<file path="config.mk">
export PLATFORM = sky130hd
export DESIGN_NAME = glb_psum_reader
export DESIGN_NICKNAME = d
export VERILOG_FILES = /design/src/rtl/glb_psum_reader.sv
export SDC_FILE = /design/constraint.sdc
export NUM_CORES = 1
export LEC_CHECK = 0
export ABC_CLOCK_PERIOD_IN_PS = 8860
export CAP_MARGIN = 20
export CELL_PAD_IN_SITES_DETAIL_PLACEMENT = 1
export CELL_PAD_IN_SITES_GLOBAL_PLACEMENT = 1
export CORE_UTILIZATION = 48
export DETAILED_ROUTE_END_ITERATION = 10
export PLACE_DENSITY_LB_ADDON = 0.1
export SYNTH_ARGS = -nofsm -noshare
export SYNTH_HDL_FRONTEND = slang
export SYNTH_SLANG_ARGS = --single-unit
</file>
<file path="constraint.sdc">
create_clock -name clk -period 8.86 [get_ports clk]
set_clock_uncertainty 0.05 [all_clocks]
set_input_delay 1.329 -clock clk [delete_from_list [all_inputs] [get_ports clk]]
set_output_delay 1.329 -clock clk [all_outputs]
set_load 0.02 [all_outputs]
</file>
<file path="src/rtl/glb_psum_reader.sv">
// Reads a burst of psum words from one cluster's GLB read port and streams them
// out through a small credit-protected FIFO with valid/ready handshaking.
module glb_psum_reader #(
  parameter int DATA_BITWIDTH = 16,
  parameter int ADDR_BITWIDTH = 10,
  parameter int FIFO_DEPTH    = 4,
  parameter int CNT_BITWIDTH  = 11
) (
  input  logic                     clk,
  input  logic                     reset,
  input  logic                     start,
  input  logic                     abort,
  input  logic [ADDR_BITWIDTH-1:0] base_addr,
  input  logic [CNT_BITWIDTH-1:0]  num_words,
  output logic                     r_req_psum,
  output logic [ADDR_BITWIDTH-1:0] r_addr_psum,
  input  logic [DATA_BITWIDTH-1:0] r_data_psum,
  output logic                     out_valid,
  input  logic                     out_ready,
  output logic [DATA_BITWIDTH-1:0] out_data,
  output logic                     out_last,
  output logic                     busy,
  output logic                     done
);

  localparam int PTR_W = $clog2(FIFO_DEPTH);
  localparam int OCC_W = PTR_W + 1;
  localparam logic [OCC_W:0] DEPTH_L = FIFO_DEPTH[OCC_W:0];

  typedef enum logic [1:0] {IDLE, READ, DRAIN} state_t;

  state_t                    state;
  logic [DATA_BITWIDTH-1:0]  mem [FIFO_DEPTH];
  logic [FIFO_DEPTH-1:0]     mem_last;
  logic [PTR_W-1:0]          wr_ptr;
  logic [PTR_W-1:0]          rd_ptr;
  logic [OCC_W-1:0]          count;
  logic [OCC_W-1:0]          count_next;
  logic [OCC_W:0]            pending;
  logic [CNT_BITWIDTH-1:0]   nwords;
  logic [CNT_BITWIDTH-1:0]   issue_idx;
  logic                      req_last_p0;
  logic                      vld_p1;
  logic                      last_p1;
  logic                      push;
  logic                      pop;
  logic                      credit;

  assign push       = vld_p1;
  assign pop        = out_valid & out_ready;
  assign count_next = count + OCC_W'(push) - OCC_W'(pop);

  // Words already buffered, on the data bus now, and requested last cycle;
  // a pop in this cycle is deliberately not credited.
  assign pending = {1'b0, count} + (OCC_W+1)'(vld_p1) + (OCC_W+1)'(r_req_psum);
  assign credit  = pending < DEPTH_L;

  assign out_valid = (count != '0);
  assign out_data  = out_valid ? mem[rd_ptr] : '0;
  assign out_last  = out_valid & mem_last[rd_ptr];

  always_ff @(posedge clk) begin
    if (push) begin
      mem[wr_ptr]      <= r_data_psum;
      mem_last[wr_ptr] <= last_p1;
    end
  end

  always_ff @(posedge clk or posedge reset) begin
    if (reset) begin
      state       <= IDLE;
      r_req_psum  <= 1'b0;
      r_addr_psum <= '0;
      req_last_p0 <= 1'b0;
      vld_p1      <= 1'b0;
      last_p1     <= 1'b0;
      nwords      <= '0;
      issue_idx   <= '0;
      count       <= '0;
      wr_ptr      <= '0;
      rd_ptr      <= '0;
      busy        <= 1'b0;
      done        <= 1'b0;
    end else begin
      // ---- request stage -> capture stage ----
      done        <= 1'b0;
      r_req_psum  <= 1'b0;
      req_last_p0 <= 1'b0;
      vld_p1      <= r_req_psum;
      last_p1     <= req_last_p0;
      count       <= count_next;
      if (push) wr_ptr <= wr_ptr + PTR_W'(1);
      if (pop)  rd_ptr <= rd_ptr + PTR_W'(1);

      case (state)
        IDLE: begin
          if (start) begin
            if (num_words != '0) begin
              // First request goes out on the latch edge to keep start-to-data at 3 cycles.
              nwords      <= num_words;
              issue_idx   <= CNT_BITWIDTH'(1);
              r_req_psum  <= 1'b1;
              r_addr_psum <= base_addr;
              busy        <= 1'b1;
              if (num_words == CNT_BITWIDTH'(1)) begin
                req_last_p0 <= 1'b1;
                state       <= DRAIN;
              end else begin
                state <= READ;
              end
            end else begin
              done <= 1'b1;
            end
          end
        end

        READ: begin
          if (abort) begin
            state   <= IDLE;
            vld_p1  <= 1'b0;
            last_p1 <= 1'b0;
            count   <= '0;
            wr_ptr  <= '0;
            rd_ptr  <= '0;
            busy    <= 1'b0;
          end else if (credit) begin
            r_req_psum  <= 1'b1;
            r_addr_psum <= r_addr_psum + ADDR_BITWIDTH'(1);
            issue_idx   <= issue_idx + CNT_BITWIDTH'(1);
            if (issue_idx == nwords - CNT_BITWIDTH'(1)) begin
              req_last_p0 <= 1'b1;
              state       <= DRAIN;
            end
          end
        end

        DRAIN: begin
          if (abort) begin
            state   <= IDLE;
            vld_p1  <= 1'b0;
            last_p1 <= 1'b0;
            count   <= '0;
            wr_ptr  <= '0;
            rd_ptr  <= '0;
            busy    <= 1'b0;
          end else if (!r_req_psum && !vld_p1 && count_next == '0) begin
            done  <= 1'b1;
            busy  <= 1'b0;
            state <= IDLE;
          end
        end

        default: state <= IDLE;
      endcase
    end
  end

endmodule

</file>
==> out/qor.csv, run 1 <==
stage,metric,value,unit
cells_and_area,# fillers,1075,
route,top routing layer in use,met4,
grt,grt ovf,0,
critical_path,worst-path maximum fanout,11,
sta,hold_ws,435,ps
synthesis,cell taking the most area after synthesis,edfxtp_1,
clock_network,CTS Hold Bufs,0,
min_path,worst hold path class,flop to flop,
floorplanning,Initial Utilization,49.4,%
clock_network,clock latency on the worst-skew pair,520,ps
critical_path,WS Path Type,flop to output pin,
power,Max VDD drop,0.178,mV
grt,largest net degree at the start of global routing,48,
sta,maximum clock frequency,0.239,GHz
critical_path,CP Capture Point,out_data[3],
sta,RSZ-0062 raised after global routing,no,
synthesis,post-synth cell types,60,
synthesis,Syn Nets,459,
critical_path,required time of the critical path,7480,ps
clock_network,Longest Clk Path Bufs,2,
route,Detail Route met3 WL,543,um
synthesis,Synth Area per Inst,13.4,um^2
cells_and_area,nets@finish,540,
synthesis,"Warnings, synthesis",0,
route,number of DRC markers in iteration 0,127,
sta,Rel. slew slack,38.6,%
route,drt first pass iters,4,
clock_network,htree depth,4,
route,drt drc,0,
synthesis,ranking of synthesized cells by area,"edfxtp_1 38%, dfrtp_1 22%, mux4_2 7.1%",
sta,Final Hold Viols,0,
floorplanning,Die Span Y,108,um
route,wire length on met1,5240,um
synthesis,"Primary FF master, synth",edfxtp_1,
sta,Tmin final,4180,ps
critical_path,worst path arrival time,2800,ps
grt,Global Route Usage Sum,24.2,%
critical_path,reg2reg start,count[1],
critical_path,CP startpoint,rd_ptr[0],
place,routability cong.,0.792,
cells_and_area,sequential cell area,3220,um^2
sta,period utilisation layout,47.2,%
clock_network,post_cts resized,0,
clock_network,CTS tree,done,
synthesis,share of the yosys chip area belonging to registers,59.9,%
grt,antenna violations before repair,0,
critical_path,R2R depth,13,
cells_and_area,ant diodes,0,
clock_network,Root Driver,clkbuf_8,
route,DRT antenna net count,0,
cells_and_area,area of the multi-input gates,2020,um^2
critical_path,reg2reg setup slack,5120,ps
synthesis,Post-synth ARST share,40.9,%
route,Vias/cell,5.62,
synthesis,synthesis-stage register bit count,115,
clock_network,clock transition at the registers of the reported paths,60,ps
floorplanning,core area,10900,um^2
cells_and_area,Area growth syn-to-layout,26.6,%
synthesis,Syn Inst Count,402,
route,Total Wirelength,12800,um
critical_path,crit-path cells,"buf_4, mux4_2, and2_1, clkdlybuf4s50_1",
clock_network,Post-CTS Setup Inserts,0,
floorplanning,Ports,73,
place,# port buffers,72,
power,Leakage,2.54,nW
synthesis,top-count cell post-synth,edfxtp_1,
synthesis,Post-Syn Area,5380,um^2
clock_network,CTS buffer count,17,
power,power density over the cells,363,nW/um^2
critical_path,startpoint types,flop,
critical_path,CP endpoint kind,output pin,
cells_and_area,Final Core Density,62.5,%
critical_path,R2R Path End,busy,
sta,max-slew violations,0,
synthesis,area share of the largest cell type after synthesis,38.0,%
floorplanning,DIE AREA,11600,um^2
critical_path,Crit-path slowest cell,dfrtp_1,
critical_path,"Largest stage delay, worst path",670,ps
power,Power Total,2.47,mW
synthesis,Post-synth top cells,"68 x edfxtp_1, 47 x dfrtp_1, 31 x nor2_1",
clock_network,CTS Sinks,115,
route,Avg WL per Cell,20.1,um
sta,measured slew at the worst slew-check pin,921,ps
floorplanning,row cnt,38,
floorplanning,Die X,108,um
place,HPWL Detailed,8200,um
cells_and_area,layout cells sized above 1,14.5,%
grt,number of global-route vias before repair,3900,
route,met2 routed WL,6720,um
grt,first-pass GRT wire length,20300,um
sta,Fin Setup TNS,0,ps
sta,Final setup viols,0,
route,routed via count,3569,
outcome,status,"complete, no violations",
min_path,hold path start,req_last_p0,
synthesis,Post-synth EDFFs,68,
run,total of max-cap violations,0,
==> stage by stage <==
stage                     area [um^2]  setup slack [ps]  cells
after floorplan                  5380              5360    402
after global placement           6230              4710    604
after detailed placement         6230              4630    604
after CTS                        6810              4590    635
after global routing             6810              4510    635
final                            6810              4680    635
==> registers in the layout, summed over array words and instances (netlist names) <==
name / cells
push: 1
mem: 64
last_p1: 1
issue_idx: 11
count: 3
wr_ptr: 2
state: 2
busy: 1
r_addr_psum: 10
done: 1
mem_last: 4
rd_ptr: 2
nwords: 11
r_req_psum: 1
req_last_p0: 1
==> routing by layer <==
metal	vias up	global-route usage [%]
met5	-	0
met2	94	43.4
met4	0	9.20
li1	1662	-
met3	26	6.84
met1	1787	27.2
==> cell type report <==
class	count	share of cell area, %
Multi-Input combinational cell	257	29.7
Sequential cell	115	47.3
Timing Repair Buffer	76	11.0
Clock buffer	17	6.09
Clock inverter	14	2.41
Inverter	16	0.883
Tap cell	140	2.57
==> power by group <==
group	total, mW	switching, mW	leakage [nW]	internal (mW)
logic	0.951	0.494	1.06	0.456
registers	0.850	0.146	1.20	0.703
clock network	0.667	0.243	0.281	0.425
==> worst min path at each step <==
stage,end,cells after the start
after floorplan,last_p1,1
after global placement,last_p1,1
after detailed placement,last_p1,1
after CTS,last_p1,1
after global routing,last_p1,1
final,last_p1,1
==> critical path, delay by kind of cell, from the launching register on <==
family / cells / cell delay [ps]
buf+inv: 2 / 890
flops: 1 / 670
mux: 1 / 550
simple gates: 1 / 170
==> cell families after synthesis <==
kind of cell,after synthesis,synth area share (%)
compound gates,61,8.01
mux,29,9.56
xor+xnor,22,3.58
fa+ha+maj,15,3.63
buf+inv,30,2.51
flops,115,59.9
simple gates,130,12.8
==> layout by cell type (no fill, tap or decap), types with 5 or more instances in the layout <==
cell             count
xnor2_1             12
nor3_1              10
xor2_1              10
o21ai_0             13
nand2_1             26
dfrtp_1             47
edfxtp_1            68
nand4_1              8
nor4_1               5
clkdlybuf4s50_1     72
nor2b_1              5
nor2_1              31
clkbuf_16           16
mux2_2               9
mux4_2              17
and2_1              23
ha_1                14
nand3_1              7
inv_1               15
a21oi_1             12
Note: power is estimated with default switching activity, not from simulation.
==> run 2, diff against run 1 <==
--- a/config.mk
+++ b/config.mk
@@ -5,11 +5,11 @@
 export SDC_FILE = /design/constraint.sdc
 export NUM_CORES = 1
 export LEC_CHECK = 0
-export ABC_CLOCK_PERIOD_IN_PS = 8860
+export ABC_CLOCK_PERIOD_IN_PS = 4300
 export CAP_MARGIN = 20
 export CELL_PAD_IN_SITES_DETAIL_PLACEMENT = 1
 export CELL_PAD_IN_SITES_GLOBAL_PLACEMENT = 1
-export CORE_UTILIZATION = 48
+export CORE_UTILIZATION = 45
 export DETAILED_ROUTE_END_ITERATION = 10
 export PLACE_DENSITY_LB_ADDON = 0.1
 export SYNTH_ARGS = -nofsm -noshare
==> constraint.sdc (replaced) <==
create_clock -name clk -period 4.3 [get_ports clk]
set_clock_uncertainty 0.05 [all_clocks]
set_input_delay 0.645 -clock clk [delete_from_list [all_inputs] [get_ports clk]]
set_output_delay 0.645 -clock clk [all_outputs]
set_load 0.02 [all_outputs]
==> run 2 against run 1 <==
  * The run now ends with DRC left
  * First-iteration DRC count grew 3.1%
  * Core utilization shrank 3.0 points
  * Sequential share of layout area shrank 0.36 points
  * Via count grew 0.62%
  * Sequential power grew 100%
  * Critical path depth grew 10
  * Wire length shrank 3.6%
  * Largest cell class unchanged
  * Highest routed layer unchanged
  * Die area grew 6.5%
==> out/qor.csv, run 2 (synthesis gave the netlist of run 1 again) <==
stage,metric,value,unit,change
clock_network,clock latency on the worst-skew pair,400,ps,-120 ps
critical_path,WS Path Type,flop to flop,,
critical_path,CP top delay family,simple AND/OR/NAND/NOR gates,,
route,drt first pass iters,8,,+4
floorplanning,DIE AREA,12400,um^2,+6.5%
route,DRT antenna net count,0,,unchanged
power,Max VDD drop,0.337,mV,+90%
grt,met2 track demand over resource,38.2,%,-5.2 points
clock_network,post_cts resized,0,,unchanged
clock_network,Post-CTS Setup Inserts,0,,unchanged
grt,first-pass GRT wire length,20500,um,+1.2%
grt,number of global-route vias before repair,3959,,+1.5%
clock_network,Longest Clk Path Bufs,2,,unchanged
cells_and_area,area of the multi-input gates,2020,um^2,unchanged
grt,largest net degree at the start of global routing,45,,-6.3%
clock_network,Root Driver,clkbuf_16,,
floorplanning,row cnt,39,,+2.6%
place,HPWL Detailed,8380,um,+2.2%
sta,RSZ-0062 raised after global routing,no,,
power,clock power share,28.5,%,+1.5 points
sta,Final setup viols,0,,unchanged
power,cell-internal power,3.39,mW,+110%
sta,period utilisation layout,81.4,%,
cells_and_area,Top Registers,"mem: 64 flops, issue_idx: 11 flops, nwords: 11 flops",,
grt,Global Route Usage Sum,21.9,%,-2.4 points
run,total of max-cap violations,0,,unchanged
floorplanning,Die Span Y,111,um,+3.2%
grt,grt ovf,0,,unchanged
cells_and_area,"commonest non-fill, non-tap cells in the layout","72 x clkdlybuf4s50_1, 68 x edfxtp_1, 47 x dfrtp_1, 31 x nor2_1, 26 x nand2_1",,
min_path,worst hold path class,input pin to async pin,,
grt,antenna violations before repair,0,,unchanged
floorplanning,core area,11500,um^2,+5.8%
sta,maximum clock frequency,0.286,GHz,
clock_network,htree depth,4,,unchanged
outcome,status,finished with violations,,
sta,Final Hold Viols,0,,unchanged
power,power density over the cells,754,nW/um^2,+110%
power,Psw,1.78,mW,+100%
route,drt drc,6,,+6
route,Total Wirelength,12300,um,-3.6%
sta,Fin Setup TNS,0,ps,unchanged
power,Power Total,5.17,mW,+110%
critical_path,WP depth,14,,+10
critical_path,worst-path maximum fanout,19,,+8
power,Comb pwr share,38.1,%,-0.4 points
floorplanning,Ports,73,,unchanged
route,Avg WL per Cell,19.2,um,-4.4%
cells_and_area,"most common cell after layout, fill and taps aside",clkdlybuf4s50_1,,
critical_path,worst path arrival time,3720,ps,+920 ps
floorplanning,Initial Utilization,46.7,%,-2.7 points
place,# port buffers,72,,unchanged
cells_and_area,sequential cell area,3220,um^2,unchanged
place,routability cong.,0.785,,-0.85%
route,Vias/cell,5.61,,-0.17%
critical_path,required time of the critical path,4520,ps,-2960 ps
power,Sequential Power Share,33.4,%,-1.0 points
critical_path,reg2reg start,count[1],,
grt,GRT Max-Usage Layer,met2,,
clock_network,CTS Hold Bufs,0,,unchanged
sta,max-slew violations,0,,unchanged
cells_and_area,ant diodes,0,,unchanged
critical_path,startpoint types,flop,,
critical_path,reg2reg setup slack,800,ps,-4320 ps
grt,met3 usage,5.90,%,-0.94 points
power,Sw Share,34.4,%,-1.4 points
sta,fin worst setup slack,800,ps,-3880 ps
cells_and_area,# fillers,1143,,+6.3%
critical_path,Crit-path slowest cell,fa_1,,
clock_network,CTS tree,done,,
sta,Rel. slew slack,38.5,%,-0.10 points
route,number of DRC markers in iteration 0,131,,+3.1%
cells_and_area,max FFs per register,64,,unchanged
clock_network,CTS buffer count,17,,unchanged
cells_and_area,Biggest register,mem,,
cells_and_area,nets@finish,541,,+0.19%
clock_network,clock transition at the registers of the reported paths,50,ps,about the same
sta,measured slew at the worst slew-check pin,922,ps,+1.55 ps
critical_path,CP Capture Point,busy,,
cells_and_area,Final Core Density,59.6,%,-3.0 points
critical_path,CP startpoint,count[1],,
clock_network,CTS Sinks,115,,unchanged
outcome,failing checks,DRC,,
cells_and_area,Area growth syn-to-layout,27.6,%,
place,Setup WS pre-CTS,772,ps,-3860 ps
critical_path,R2R depth,14,,+1
cells_and_area,layout cells sized above 1,14.3,%,-0.26 points
critical_path,"Largest stage delay, worst path",510,ps,-160 ps
power,Leakage,2.57,nW,+0.99%
critical_path,R2R Path End,busy,,
critical_path,CP endpoint kind,flop,,
critical_path,crit-path cells,"or3_1, buf_4, and2_1, ha_1, inv_1, ha_1, inv_1, fa_1, nor4b_1, a21oi_1, nor2_1, o311ai_0, nand2_1, o21ai_0",,
route,routed via count,3591,,+0.62%
grt,met1 GRT Util,26.0,%,-1.2 points
sta,Tmin final,3500,ps,
floorplanning,Die X,111,um,+3.2%
critical_path,Worst Path Buf+Inv,3,,+1
==> run 2: cell count changes in the layout (fill, tap and decap cells not counted) <==
cell        change
clkinvlp_4      -1
clkbuf_8        +1
bufinv_16       +1
clkinv_4        -3
clkinv_2        -1
clkbuf_1        +3
buf_4           +1
clkbuf_16       +1
==> run 2: power by group through the flow <==
| stage | clock [mW] | combinational [mW] | sequential [mW] |
|---|---|---|---|
| final | 1.47 | 1.97 | 1.73 |
| after global routing | 1.54 | 2.15 | 1.77 |
| after CTS | 1.50 | 2.00 | 1.73 |
| after detailed placement | 0 | 1.98 | 1.75 |
| after global placement | 0 | 1.92 | 1.73 |
| after floorplan | 0 | 1.32 | 1.69 |
==> run 2: worst min path at each step <==
stage | startpoint | slack (ps) | depth (start not counted) | end
3_3_place_gp | req_last_p0 | 410 | 1 | last_p1
3_5_place_dp | req_last_p0 | 410 | 1 | last_p1
4_1_cts | reset | 340 | 2 | r_addr_psum[2]
5_1_grt | reset | 350 | 2 | r_addr_psum[2]
6_report | reset | 360 | 2 | r_addr_psum[2]
2_1_floorplan | req_last_p0 | 390 | 1 | last_p1
==> run 2: metrics by stage <==
step,cells,hold slack (ps),cell area [um^2]
final,640,355,6860
after global routing,640,345,6860
after CTS,640,339,6860
after detailed placement,608,414,6240
after global placement,608,413,6240
after floorplan,402,389,5380
==> run 2: final cells by class <==
type | count | area share [%]
Sequential cell | 115 | 46.9
Multi-Input combinational cell | 257 | 29.5
Timing Repair Buffer | 77 | 11.1
Clock buffer | 22 | 6.77
Tap cell | 143 | 2.61
Clock inverter | 10 | 2.26
Inverter | 16 | 0.876
==> run 2: layer usage <==
metal	vias to the layer above	part of all wire, %
met5	-	0
met1	1831	43
met3	19	3.1
met2	80	52
met4	0	1.9
li1	1661	-
==> run 3, diff against run 2 <==
--- a/config.mk
+++ b/config.mk
@@ -5,7 +5,7 @@
 export SDC_FILE = /design/constraint.sdc
 export NUM_CORES = 1
 export LEC_CHECK = 0
-export ABC_CLOCK_PERIOD_IN_PS = 4300
+export ABC_CLOCK_PERIOD_IN_PS = 3400
 export CAP_MARGIN = 20
 export CELL_PAD_IN_SITES_DETAIL_PLACEMENT = 1
 export CELL_PAD_IN_SITES_GLOBAL_PLACEMENT = 1
==> constraint.sdc (replaced) <==
create_clock -name clk -period 3.4 [get_ports clk]
set_clock_uncertainty 0.05 [all_clocks]
set_input_delay 0.51 -clock clk [delete_from_list [all_inputs] [get_ports clk]]
set_output_delay 0.51 -clock clk [all_outputs]
set_load 0.02 [all_outputs]
==> run 3 against run 2 <==
  * Sequential share of layout area decreased by 0.32 points
  * Critical endpoint unchanged
  * Critical path depth shrank 1
  * Sequential power is 26% higher
  * The run still ends with DRC left
  * Highest routed layer unchanged
  * Critical path type unchanged
  * Count of clock-buffer cells in the layout is 5 lower
  * Die area unchanged
  * Total power is 27% higher
==> out/qor.csv, run 3 (synthesis gave the netlist of run 1 again) <==
stage,metric,value,unit,change
outcome,status,finished with violations,,
outcome,failing checks,DRC,,
cells_and_area,layout cells sized above 1,15.7,%,+1.5 points
grt,first-pass GRT wire length,21000,um,+2.3%
sta,hold_ws,439,ps,+84.1 ps
route,DRT antenna net count,0,,unchanged
cells_and_area,Top Registers,"mem: 64 flops, issue_idx: 11 flops, nwords: 11 flops",,
floorplanning,row cnt,39,,unchanged
sta,Tmin final,3090,ps,-414 ps
critical_path,reg2reg setup slack,310,ps,-490 ps
floorplanning,DIE AREA,12400,um^2,unchanged
route,routed via count,3593,,+0.056%
power,cell-internal power,4.30,mW,+27%
cells_and_area,area of the multi-input gates,2030,um^2,+0.43%
sta,max-slew violations,0,,unchanged
grt,antenna violations before repair,0,,unchanged
sta,period utilisation layout,90.8,%,+9.4 points
min_path,worst hold path class,flop to flop,,
critical_path,crit-path cells,"or3_1, and2_1, ha_1, inv_1, ha_1, inv_1, fa_1, nor4b_2, a21oi_1, nor2_2, o311ai_1, nand2_1, o21ai_0",,
cells_and_area,nets@finish,548,,+1.3%
grt,Global Route Usage Sum,22.8,%,+0.96 points
cells_and_area,"most common cell after layout, fill and taps aside",clkdlybuf4s50_1,,
cells_and_area,ant diodes,0,,unchanged
place,Placed Instances,614,,+0.99%
route,Avg WL per Cell,19.5,um,+1.4%
clock_network,Longest Clk Path Bufs,2,,unchanged
critical_path,worst path arrival time,3330,ps,-390 ps
place,HPWL Detailed,8540,um,+1.9%
cells_and_area,fin area,6910,um^2,+0.69%
grt,number of global-route vias before repair,4087,,+3.2%
sta,maximum clock frequency,0.324,GHz,+13%
floorplanning,Initial Utilization,46.7,%,unchanged
route,number of DRC markers in iteration 0,116,,-11%
power,Max VDD drop,0.407,mV,+21%
cells_and_area,sequential cell area,3220,um^2,unchanged
route,Vias/cell,5.57,,-0.72%
floorplanning,Ports,73,,unchanged
critical_path,CP top delay family,simple AND/OR/NAND/NOR gates,,
power,Leakage,2.60,nW,+1.2%
clock_network,clock transition at the registers of the reported paths,50,ps,about the same
place,# port buffers,72,,unchanged
critical_path,required time of the critical path,3640,ps,-880 ps
cells_and_area,max FFs per register,64,,unchanged
route,Total Wirelength,12600,um,+2.2%
critical_path,worst-path maximum fanout,5,,-14
power,Comb pwr share,39.4,%,+1.3 points
place,placed inst area,6300,um^2,+0.92%
run,total of max-cap violations,0,,unchanged
clock_network,CTS Sinks,115,,unchanged
cells_and_area,# fillers,1138,,-0.44%
floorplanning,core area,11500,um^2,unchanged
critical_path,Worst Path Buf+Inv,2,,-1
sta,Fin Setup TNS,0,ps,unchanged
cells_and_area,Post-Layout Cell Count,645,,+0.78%
cells_and_area,Biggest register,mem,,
sta,measured slew at the worst slew-check pin,958,ps,+35.7 ps
power,clock power share,27.4,%,-1.1 points
power,Sw Share,34.7,%,+0.28 points
grt,largest net degree at the start of global routing,48,,+6.7%
clock_network,CTS tree,done,,
sta,RSZ-0062 raised after global routing,no,,
floorplanning,Die Span Y,111,um,unchanged
sta,Rel. slew slack,36.1,%,-2.4 points
sta,Final Hold Viols,0,,unchanged
cells_and_area,Area growth syn-to-layout,28.4,%,
critical_path,WS Path Type,flop to flop,,
critical_path,Crit-path slowest cell,fa_1,,
power,Sequential Power Share,33.1,%,-0.3 points
clock_network,Post-CTS Setup Inserts,0,,unchanged
clock_network,CTS buffer count,17,,unchanged
grt,grt ovf,0,,unchanged
floorplanning,Die X,111,um,unchanged
power,Psw,2.28,mW,+28%
route,drt first pass iters,7,,-1
power,power density over the cells,953,nW/um^2,+26%
cells_and_area,"commonest non-fill, non-tap cells in the layout","72 x clkdlybuf4s50_1, 68 x edfxtp_1, 47 x dfrtp_1, 30 x nor2_1, 26 x nand2_1",,
route,drt drc,6,,unchanged
critical_path,CP endpoint kind,flop,,
place,routability cong.,0.800,,+1.8%
critical_path,startpoint types,flop,,
clock_network,Root Driver,clkbuf_16,,
clock_network,htree depth,4,,unchanged
clock_network,clock latency on the worst-skew pair,420,ps,+20 ps
sta,Final setup viols,0,,unchanged
critical_path,"Largest stage delay, worst path",500,ps,about the same
[run 3: changes by cell type in the layout (fill, tap and decap cells not counted), sizes merged]
| cell | change |
|---|---|
| clkinv | +4 |
| clkbuf | -5 |
| buf | +7 |
| inv | -1 |
[run 3: final cells by class]
class,instances,share of cell area (%)
Clock buffer,17,6.16
Clock inverter,13,2.43
Inverter,16,0.870
Multi-Input combinational cell,257,29.4
Sequential cell,115,46.6
Tap cell,143,2.59
Timing Repair Buffer,84,11.9
[run 3: path summary, 6_finish.rpt]
| path | startpoint | cells after the start | to |
|---|---|---|---|
| hold reg to reg | req_last_p0 | 1 | last_p1 |
| min in group asynchronous | reset | 3 | r_addr_psum[3] |
| setup / recovery | count[1] | 13 | busy |
| max in group asynchronous | reset | 3 | nwords[7] |
| hold / removal | req_last_p0 | 1 | last_p1 |
| setup reg to reg | count[1] | 13 | busy |
[run 3: per-layer routing]
metal  track usage [%]  vias up  wire [um]
li1                  -     1671          -
met3              6.56       28        533
met4              12.1        0        378
met5                 0        -          0
met1              25.3     1815       5050
met2              39.8       79       6630
[run 3: metrics by stage]
step | worst slack, ps | util (%) | total power [mW]
6_report | 314 | 60.0 | 6.58
5_1_grt | 65.1 | 60.0 | 6.95
4_1_cts | 52.5 | 59.8 | 6.63
3_5_place_dp | -12.8 | 54.7 | 4.78
3_3_place_gp | 129 | 54.7 | 4.68
2_1_floorplan | 262 | - | 3.81
[run 3: repair_timing]
item / 4_1_cts / 5_1_grt
hold buffers: 0 / 0
setup endpoints to repair: 0 / 1
resized for setup: 0 / 3
[run 3: power by group through the flow]
stage                     logic [mW]  clock network, mW  registers [mW]
after CTS                       2.62               1.83            2.18
after floorplan                 1.67                  0            2.14
final                           2.60               1.80            2.18
after global placement          2.50                  0            2.18
after global routing            2.84               1.88            2.23
after detailed placement        2.58                  0            2.20
